**config.mk**
```make
export PLATFORM = sky130hd
export DESIGN_NAME = paddle_link_rx_flat
export DESIGN_NICKNAME = d
export VERILOG_FILES = /design/src/rtl/pong_link_pkg.sv /design/src/rtl/paddle_link_rx_if.sv /design/src/rtl/paddle_link_rx_uart_rx_byte.sv /design/src/rtl/paddle_link_rx.sv /design/src/flat_wrapper.sv
export SDC_FILE = /design/constraint.sdc
export NUM_CORES = 1
export LEC_CHECK = 0
export CORE_MARGIN = 5
export CORE_UTILIZATION = 32
export DETAILED_ROUTE_END_ITERATION = 6
export HOLD_SLACK_MARGIN = 0.1
export PLACE_DENSITY = 0.54
export SLEW_MARGIN = 0
export SYNTH_ARGS = -nofsm -noshare
export SYNTH_HDL_FRONTEND = slang
export SYNTH_SLANG_ARGS = --single-unit
```
**constraint.sdc**
```tcl
create_clock -name clk -period 1.92 [get_ports clk]
set_input_delay 0.48 -clock clk [delete_from_list [all_inputs] [get_ports clk]]
set_output_delay 0.48 -clock clk [all_outputs]
set_load 0.02 [all_outputs]
```
**src/rtl/pong_link_pkg.sv**
```systemverilog
// Shared constants, state types and helpers for the two-board Pong paddle link.
// PADDLE_LINK_CHECKSUM_EN adds the CHK byte and the GOT_B2 frame state.
package pong_link_pkg;

    localparam logic [7:0] LINK_HDR      = 8'hA5;
    localparam logic [7:0] LINK_CHK_SALT = 8'h5A;
    localparam int         YPOS_W        = 10;

    typedef enum logic [1:0] {
        HUNT    = 2'd0,
        GOT_HDR = 2'd1,
`ifdef PADDLE_LINK_CHECKSUM_EN
        GOT_B1  = 2'd2,
        GOT_B2  = 2'd3
`else
        GOT_B1  = 2'd2
`endif
    } frame_state_e;

    typedef enum logic [1:0] {
        RX_IDLE  = 2'd0,
        RX_START = 2'd1,
        RX_DATA  = 2'd2,
        RX_STOP  = 2'd3
    } rx_state_e;

    function automatic logic [7:0] link_chk(input logic [7:0] b1, input logic [7:0] b2);
        return b1 ^ b2 ^ LINK_CHK_SALT;
    endfunction

    function automatic logic [YPOS_W-1:0] clamp_ypos(input logic [YPOS_W-1:0] y,
                                                     input logic [YPOS_W-1:0] ymax);
        return (y > ymax) ? ymax : y;
    endfunction

endpackage

```
**src/rtl/paddle_link_rx_if.sv**
```systemverilog
// Serial line in, peer paddle state and link health out.
interface paddle_link_rx_if;
    import pong_link_pkg::*;

    logic              rx;
    logic [YPOS_W-1:0] ypos_one;
    logic              mouse_left_one;
    logic              frame_valid;
    logic              frame_err;
    logic              link_up;

    modport master (
        input  rx,
        output ypos_one, mouse_left_one, frame_valid, frame_err, link_up
    );

    modport slave (
        output rx,
        input  ypos_one, mouse_left_one, frame_valid, frame_err, link_up
    );

endinterface

```
**src/rtl/paddle_link_rx_uart_rx_byte.sv**
```systemverilog
// 8N1 byte receiver: input synchroniser, start-glitch rejection, centre sampling.
// byte_valid/ferr are single-cycle strobes at the stop-bit sample.
module uart_rx_byte
    import pong_link_pkg::*;
#(
    parameter int CLKS_PER_BIT = 564
) (
    input  logic       clk,
    input  logic       rst,
    input  logic       rx,
    output logic [7:0] data,
    output logic       byte_valid,
    output logic       ferr,
    output logic       busy
);

    localparam int CNT_W = (CLKS_PER_BIT > 2) ? $clog2(CLKS_PER_BIT) : 1;
    localparam logic [CNT_W-1:0] BIT_LAST  = CNT_W'(CLKS_PER_BIT - 1);
    localparam logic [CNT_W-1:0] HALF_LAST = CNT_W'(CLKS_PER_BIT / 2 - 1);

    logic [1:0]       sync_q, sync_d;
    logic             rx_prev_q, rx_prev_d;
    rx_state_e        state_q, state_d;
    logic [CNT_W-1:0] cnt_q, cnt_d;
    logic [2:0]       bit_q, bit_d;
    logic [7:0]       shift_q, shift_d;
    logic             rx_s;

    assign rx_s = sync_q[1];
    assign data = shift_q;
    assign busy = (state_q != RX_IDLE);

    // Bit-timing state machine and strobe generation.
    always_comb begin
        sync_d     = {sync_q[0], rx};
        rx_prev_d  = rx_s;
        state_d    = state_q;
        cnt_d      = cnt_q;
        bit_d      = bit_q;
        shift_d    = shift_q;
        byte_valid = 1'b0;
        ferr       = 1'b0;
        case (state_q)
            RX_IDLE: begin
                if (rx_prev_q && !rx_s) begin
                    state_d = RX_START;
                    cnt_d   = '0;
                end else begin
                    state_d = RX_IDLE;
                end
            end
            RX_START: begin
                if (cnt_q == HALF_LAST) begin
                    cnt_d = '0;
                    bit_d = 3'd0;
                    // A start bit that is high again at mid-bit was only a glitch.
                    if (rx_s) begin
                        state_d = RX_IDLE;
                    end else begin
                        state_d = RX_DATA;
                    end
                end else begin
                    cnt_d = cnt_q + CNT_W'(1);
                end
            end
            RX_DATA: begin
                if (cnt_q == BIT_LAST) begin
                    cnt_d   = '0;
                    shift_d = {rx_s, shift_q[7:1]};
                    if (bit_q == 3'd7) begin
                        state_d = RX_STOP;
                    end else begin
                        bit_d = bit_q + 3'd1;
                    end
                end else begin
                    cnt_d = cnt_q + CNT_W'(1);
                end
            end
            RX_STOP: begin
                if (cnt_q == BIT_LAST) begin
                    cnt_d   = '0;
                    state_d = RX_IDLE;
                    if (rx_s) begin
                        byte_valid = 1'b1;
                    end else begin
                        ferr = 1'b1;
                    end
                end else begin
                    cnt_d = cnt_q + CNT_W'(1);
                end
            end
            default: begin
                state_d = RX_IDLE;
                cnt_d   = '0;
            end
        endcase
    end

    // Receiver state register; the synchroniser resets to the idle (high) level.
    always_ff @(posedge clk) begin
        if (rst) begin
            sync_q    <= 2'b11;
            rx_prev_q <= 1'b1;
            state_q   <= RX_IDLE;
            cnt_q     <= '0;
            bit_q     <= 3'd0;
            shift_q   <= 8'h00;
        end else begin
            sync_q    <= sync_d;
            rx_prev_q <= rx_prev_d;
            state_q   <= state_d;
            cnt_q     <= cnt_d;
            bit_q     <= bit_d;
            shift_q   <= shift_d;
        end
    end

endmodule

```
**src/rtl/paddle_link_rx.sv**
```systemverilog
// Peer paddle receiver: frame parser, position clamp, gap timer and link watchdog.
// Define PADDLE_LINK_CHECKSUM_EN for 4-byte frames with a checked CHK byte.
module paddle_link_rx
    import pong_link_pkg::*;
#(
    parameter int CLK_HZ       = 65_000_000,
    parameter int BAUD         = 115_200,
    parameter int YPOS_MAX     = 767,
    parameter int GAP_CYCLES   = 2 * 10 * ((CLK_HZ + BAUD / 2) / BAUD),
    parameter int LINK_TIMEOUT = 6_500_000
) (
    input  logic             clk,
    input  logic             rst,
    paddle_link_rx_if.master link
);

    localparam int CLKS_PER_BIT = (CLK_HZ + BAUD / 2) / BAUD;
    localparam int GAP_W        = $clog2(GAP_CYCLES + 1);
    localparam int WD_W         = $clog2(LINK_TIMEOUT + 1);
    localparam logic [GAP_W-1:0]  GAP_L  = GAP_W'(GAP_CYCLES);
    localparam logic [WD_W-1:0]   WD_L   = WD_W'(LINK_TIMEOUT);
    localparam logic [YPOS_W-1:0] YMAX_L = YPOS_W'(YPOS_MAX);

    logic [7:0] rx_data;
    logic       rx_valid, rx_ferr, rx_busy;

    uart_rx_byte #(.CLKS_PER_BIT(CLKS_PER_BIT)) u_byte (
        .clk        (clk),
        .rst        (rst),
        .rx         (link.rx),
        .data       (rx_data),
        .byte_valid (rx_valid),
        .ferr       (rx_ferr),
        .busy       (rx_busy)
    );

    frame_state_e      state_q, state_d;
    logic [7:0]        b1_q, b1_d, b2_q, b2_d;
    logic [GAP_W-1:0]  gap_q, gap_d;
    logic [WD_W-1:0]   wd_q, wd_d;
    logic [YPOS_W-1:0] ypos_q, ypos_d;
    logic              mouse_q, mouse_d;
    logic              fv_q, fv_d, fe_q, fe_d, link_q, link_d;
    logic              commit, reject;
    logic [YPOS_W-1:0] commit_y;

    // Frame parser: header hunt, byte capture, validation and gap timeout.
    always_comb begin
        state_d  = state_q;
        b1_d     = b1_q;
        b2_d     = b2_q;
        commit   = 1'b0;
        reject   = 1'b0;
        commit_y = {b1_q[1:0], b2_q};
        if (rx_ferr) begin
            state_d = HUNT;
            reject  = (state_q != HUNT);
        end else if (rx_valid) begin
            case (state_q)
                HUNT: begin
                    if (rx_data == LINK_HDR) begin
                        state_d = GOT_HDR;
                    end else begin
                        state_d = HUNT;
                    end
                end
                GOT_HDR: begin
                    b1_d    = rx_data;
                    state_d = GOT_B1;
                end
                GOT_B1: begin
                    b2_d = rx_data;
`ifdef PADDLE_LINK_CHECKSUM_EN
                    state_d = GOT_B2;
`else
                    state_d  = HUNT;
                    commit_y = {b1_q[1:0], rx_data};
                    if (b1_q[6:2] == 5'd0) begin
                        commit = 1'b1;
                    end else begin
                        reject = 1'b1;
                    end
`endif
                end
`ifdef PADDLE_LINK_CHECKSUM_EN
                GOT_B2: begin
                    state_d = HUNT;
                    if ((rx_data == link_chk(b1_q, b2_q)) && (b1_q[6:2] == 5'd0)) begin
                        commit = 1'b1;
                    end else begin
                        reject = 1'b1;
                    end
                end
`endif
                default: begin
                    state_d = HUNT;
                end
            endcase
        end else if ((state_q != HUNT) && (gap_q == GAP_L)) begin
            state_d = HUNT;
            reject  = 1'b1;
        end else begin
            state_d = state_q;
        end
    end

    // Gap timer runs only mid-frame while the byte receiver is idle.
    always_comb begin
        if ((state_q == HUNT) || rx_busy || rx_valid) begin
            gap_d = '0;
        end else if (gap_q != GAP_L) begin
            gap_d = gap_q + GAP_W'(1);
        end else begin
            gap_d = gap_q;
        end
    end

    // Output commit and watchdog; a commit in the expiry cycle keeps the link up.
    always_comb begin
        fv_d = commit;
        fe_d = reject;
        if (commit) begin
            wd_d    = '0;
            link_d  = 1'b1;
            ypos_d  = clamp_ypos(commit_y, YMAX_L);
            mouse_d = b1_q[7];
        end else begin
            wd_d    = (wd_q == WD_L) ? wd_q : (wd_q + WD_W'(1));
            link_d  = (wd_d == WD_L) ? 1'b0 : link_q;
            ypos_d  = ypos_q;
            mouse_d = link_d ? mouse_q : 1'b0;
        end
    end

    // State and registered outputs.
    always_ff @(posedge clk) begin
        if (rst) begin
            state_q <= HUNT;
            b1_q    <= 8'h00;
            b2_q    <= 8'h00;
            gap_q   <= '0;
            wd_q    <= '0;
            ypos_q  <= '0;
            mouse_q <= 1'b0;
            fv_q    <= 1'b0;
            fe_q    <= 1'b0;
            link_q  <= 1'b0;
        end else begin
            state_q <= state_d;
            b1_q    <= b1_d;
            b2_q    <= b2_d;
            gap_q   <= gap_d;
            wd_q    <= wd_d;
            ypos_q  <= ypos_d;
            mouse_q <= mouse_d;
            fv_q    <= fv_d;
            fe_q    <= fe_d;
            link_q  <= link_d;
        end
    end

    assign link.ypos_one       = ypos_q;
    assign link.mouse_left_one = mouse_q;
    assign link.frame_valid    = fv_q;
    assign link.frame_err      = fe_q;
    assign link.link_up        = link_q;

endmodule

```
**src/flat_wrapper.sv**
```systemverilog
// flat-port wrapper written by rule: the top's interface ports become plain ports
module paddle_link_rx_flat import pong_link_pkg::*;
#(
    parameter int CLK_HZ       = 65_000_000,
    parameter int BAUD         = 115_200,
    parameter int YPOS_MAX     = 767,
    parameter int GAP_CYCLES   = 2 * 10 * ((CLK_HZ + BAUD / 2) / BAUD),
    parameter int LINK_TIMEOUT = 6_500_000
)
  (clk, rst, link_rx, link_ypos_one, link_mouse_left_one, link_frame_valid, link_frame_err, link_link_up);
  paddle_link_rx_if link_i ();
  input  logic clk;
  input  logic rst;
  input wire logic [$bits(link_i.rx)-1:0] link_rx;
  output wire logic [$bits(link_i.ypos_one)-1:0] link_ypos_one;
  output wire logic [$bits(link_i.mouse_left_one)-1:0] link_mouse_left_one;
  output wire logic [$bits(link_i.frame_valid)-1:0] link_frame_valid;
  output wire logic [$bits(link_i.frame_err)-1:0] link_frame_err;
  output wire logic [$bits(link_i.link_up)-1:0] link_link_up;
  assign link_i.rx = link_rx;
  assign link_ypos_one = link_i.ypos_one;
  assign link_mouse_left_one = link_i.mouse_left_one;
  assign link_frame_valid = link_i.frame_valid;
  assign link_frame_err = link_i.frame_err;
  assign link_link_up = link_i.link_up;
  paddle_link_rx #(.CLK_HZ(CLK_HZ), .BAUD(BAUD), .YPOS_MAX(YPOS_MAX), .GAP_CYCLES(GAP_CYCLES), .LINK_TIMEOUT(LINK_TIMEOUT)) u_core (.clk(clk), .rst(rst), .link(link_i));
endmodule
```
==> results.toml <==
[detailed_routing]
wl_met1_mm = 4.68
drtIter0Drc = 144
routedWlPerCell_um = 13.3
vias = 3683
drt_first_pass_iters = 4
met3_length_um = 306
vias_per_cell = 4.90
drc = 0
ant_nets = 0
wl_met2_mm = 4.96
routed_wl_mm = 10.0
top_layer_used = "met4"

[synth]
synth_cell_types = 60
synth_ff_type = "dfxtp_1"
synth_seq_cells = 87
yosysSeqAreaShare_pct = 40.9
netlist_area_sq_um = 4260
synth_edf_count = 0
yosys-top-cells-count = "dfxtp_1, nor2_1, nand2_1"
synth_most_common_cell = "dfxtp_1"
syn_nets = 504
synthCells = 493
yosysTopAreaCell = "dfxtp_1"
async_flop_share_pct = 0
post_synth.cell_area_avg_sq_um = 8.64
synthTopCellsByArea = "dfxtp_1, nor2_1, xnor2_1, xor2_1, nand3_1"
yosys_warnings = 0
synth_top_area_share_pct = 40.9

[outcome]
status = "finished, violations left"
failed_checks = "setup timing"

[grt]
grt_pass1_vias = 3458
grt_first_pass_wirelength_mm = 16.4
grt_usage_pct = 12.7
grt_max_degree = 27
grt_overflow = 0
antenna_found_initial = 0

[hold_path]
hp-class = "reg -> reg"

[placement]
dpl_cell_area_sq_um = 5030
port_buffers = 16
dp.cells = 723
hpwl_mm = 6.81
routabilityCongestion = 0.819

[floorplanning]
initial_core_util_pct = 32.4
die_h_um = 125
design.core.area_sq_um = 13100
dieArea_sq_um = 15700
io_pins = 17
dieWidth_um = 125
row_count = 42

[layout]
fillers = 1307
diodes = 0
area_growth_pct = 37.3
drive_above_1_share_pct = 32.0
utilization_pct = 44.5
fin_cells = 751
finalNetCount = 581
stdcell_area_sq_um = 5850

[timing]
grt_setup_unrepaired = "true"
setup_viol = 32
timing.slew.headroom_pct = 62.6
tightest_slew_ns = 0.560
max_freq_ghz = 0.502
drv_slew = 0
layout_setup_ws_ns = -0.0716
finalCriticalPeriod_ns = 1.99
period_share_pct = 104
hold_viol = 0
skew_ns = 0.00995
hold_slack_ns = 0.411

[setup_path]
critPathLaunchType = "register"
cp.buffers_inverters = 2
cp.arrival_ns = 2.22
slowest_stage = "or4b_4"
cp_data_required_time_ns = 2.15
cp_top_family = "simple AND/OR/NAND/NOR gates"
max_stage_delay_ns = 0.56
crit_fanout = 6
path_class = "reg -> reg"
critical_path.cell_chain = "or4b_4, nor4_4, nand4_1, buf_6, nand2b_4, clkbuf_16, nor2_2"
cp-end-kind = "register"

[cts]
clkTransAtPathRegs_ns = 0.07
clock_latency_ns = 0.35
cts_htree_levels = 3
cts_buffers = 9
root_buffer = "clkbuf_16"
ctsLongestPathBuffers = 2
clock_sinks = 87
cts_tree = "done"

[flow_run]
drv_cap = 0

[power_and_ir_drop]
power_mw = 3.94
max-vdd-ir-drop_v = 0.000663
leakagePower_nw = 2.13
power.density_nw_per_um2 = 673
[cells by family after synthesis]
logic type	count (synthesis)	synth area share [%]
adders and majority gates	8	2.35
muxes	15	3.55
buffers and inverters	39	4.85
and+or+nand+nor	248	31.6
DFF	87	40.9
AOI/OAI and AO/OA	55	8.34
xor gates and xnor gates	41	8.43
[layout by cell type (no fill, tap or decap), types with 15 or more instances in the layout]
| cell type | n |
|---|---|
| a21oi_1 | 15 |
| buf_4 | 67 |
| clkdlybuf4s50_1 | 16 |
| dfxtp_1 | 75 |
| nand2_1 | 29 |
| nand3_1 | 28 |
| nor2_1 | 66 |
| xnor2_1 | 21 |
| xor2_1 | 19 |
[cell type report]
class	count	area [sq um]	area share, %
clock buffer	9	225	3.85
clock inverter	7	103	1.75
inverter	13	48.8	0.834
multi-input combinational	367	2670	45.7
sequential	87	1770	30.2
tap	176	220	3.76
timing repair buffer	92	812	13.9
[state kept, by name, indices dropped and copies added (netlist names), named ones only]
signal                      count
u_core.gap_q                   14
u_core.link.mouse_left_one      1
u_core.link.frame_valid         1
u_core.u_byte.sync_q            2
u_core.link.link_up             1
u_core.b1_q                     8
u_core.wd_q                    23
u_core.link.frame_err           1
u_core.u_byte.rx_prev_q         1
u_core.u_byte.state_q           1
u_core.u_byte.cnt_q            10
u_core.state_q                  2
u_core.u_byte.data              8
u_core.u_byte.bit_q             3
u_core.link.ypos_one           10
[layer usage]
| metal | vias to the layer above | global-route usage [%] |
|---|---|---|
| met5 | - | 0 |
| met4 | 0 | 3.06 |
| met3 | 9 | 4.22 |
| met2 | 41 | 21.2 |
| met1 | 1765 | 15.8 |
| li1 | 1868 | - |
[report_power, final]
| part | internal (mW) | switching [mW] | total [mW] | leakage (nW) |
|---|---|---|---|---|
| logic | 0.0792 | 0.103 | 0.182 | 1.26 |
| clock network | 1.16 | 0.773 | 1.93 | 0.162 |
| registers | 1.81 | 0.0123 | 1.82 | 0.709 |
| total | 3.05 | 0.888 | 3.94 | 2.13 |
[final timing paths]
path / startpoint / end / slack [ns] / cells past startpoint
max reg2reg: u_core.u_byte.cnt_q[6] / u_core.wd_q[7] / -0.07 / 7
max: u_core.u_byte.cnt_q[6] / u_core.wd_q[7] / -0.07 / 7
min: u_core.u_byte.sync_q[0] / u_core.u_byte.sync_q[1] / 0.41 / 1
min reg2reg: u_core.u_byte.sync_q[0] / u_core.u_byte.sync_q[1] / 0.41 / 1
[stage by stage]
step	worst slack [ns]	setup TNS, ns
6_report	-0.0716	-1.13
4_1_cts	-0.0744	-1.60
5_1_grt	-0.157	-5.38
3_3_place_gp	-0.0605	-0.118
2_1_floorplan	-0.0621	-0.121
3_5_place_dp	-0.0738	-0.232
[repair_timing]
action | 4_1_cts | 5_1_grt
hold buffers | 0 | 0
endpoints found under the setup margin | 33 | 68
cloned | 2 | 1
gates resized for setup | 15 | 83
buffers inserted | 5 | 5
pin swaps | 23 | 36
[worst register-to-register path, stage by stage, from the launching register on]
cell and delay, ns:
dfxtp_2 0.32, or4b_4 0.56, nor4_4 0.21, nand4_1 0.21, buf_6 0.21, nand2b_4 0.13
clkbuf_16 0.20, nor2_2 0.04
(Power assumes the default switching activity.)
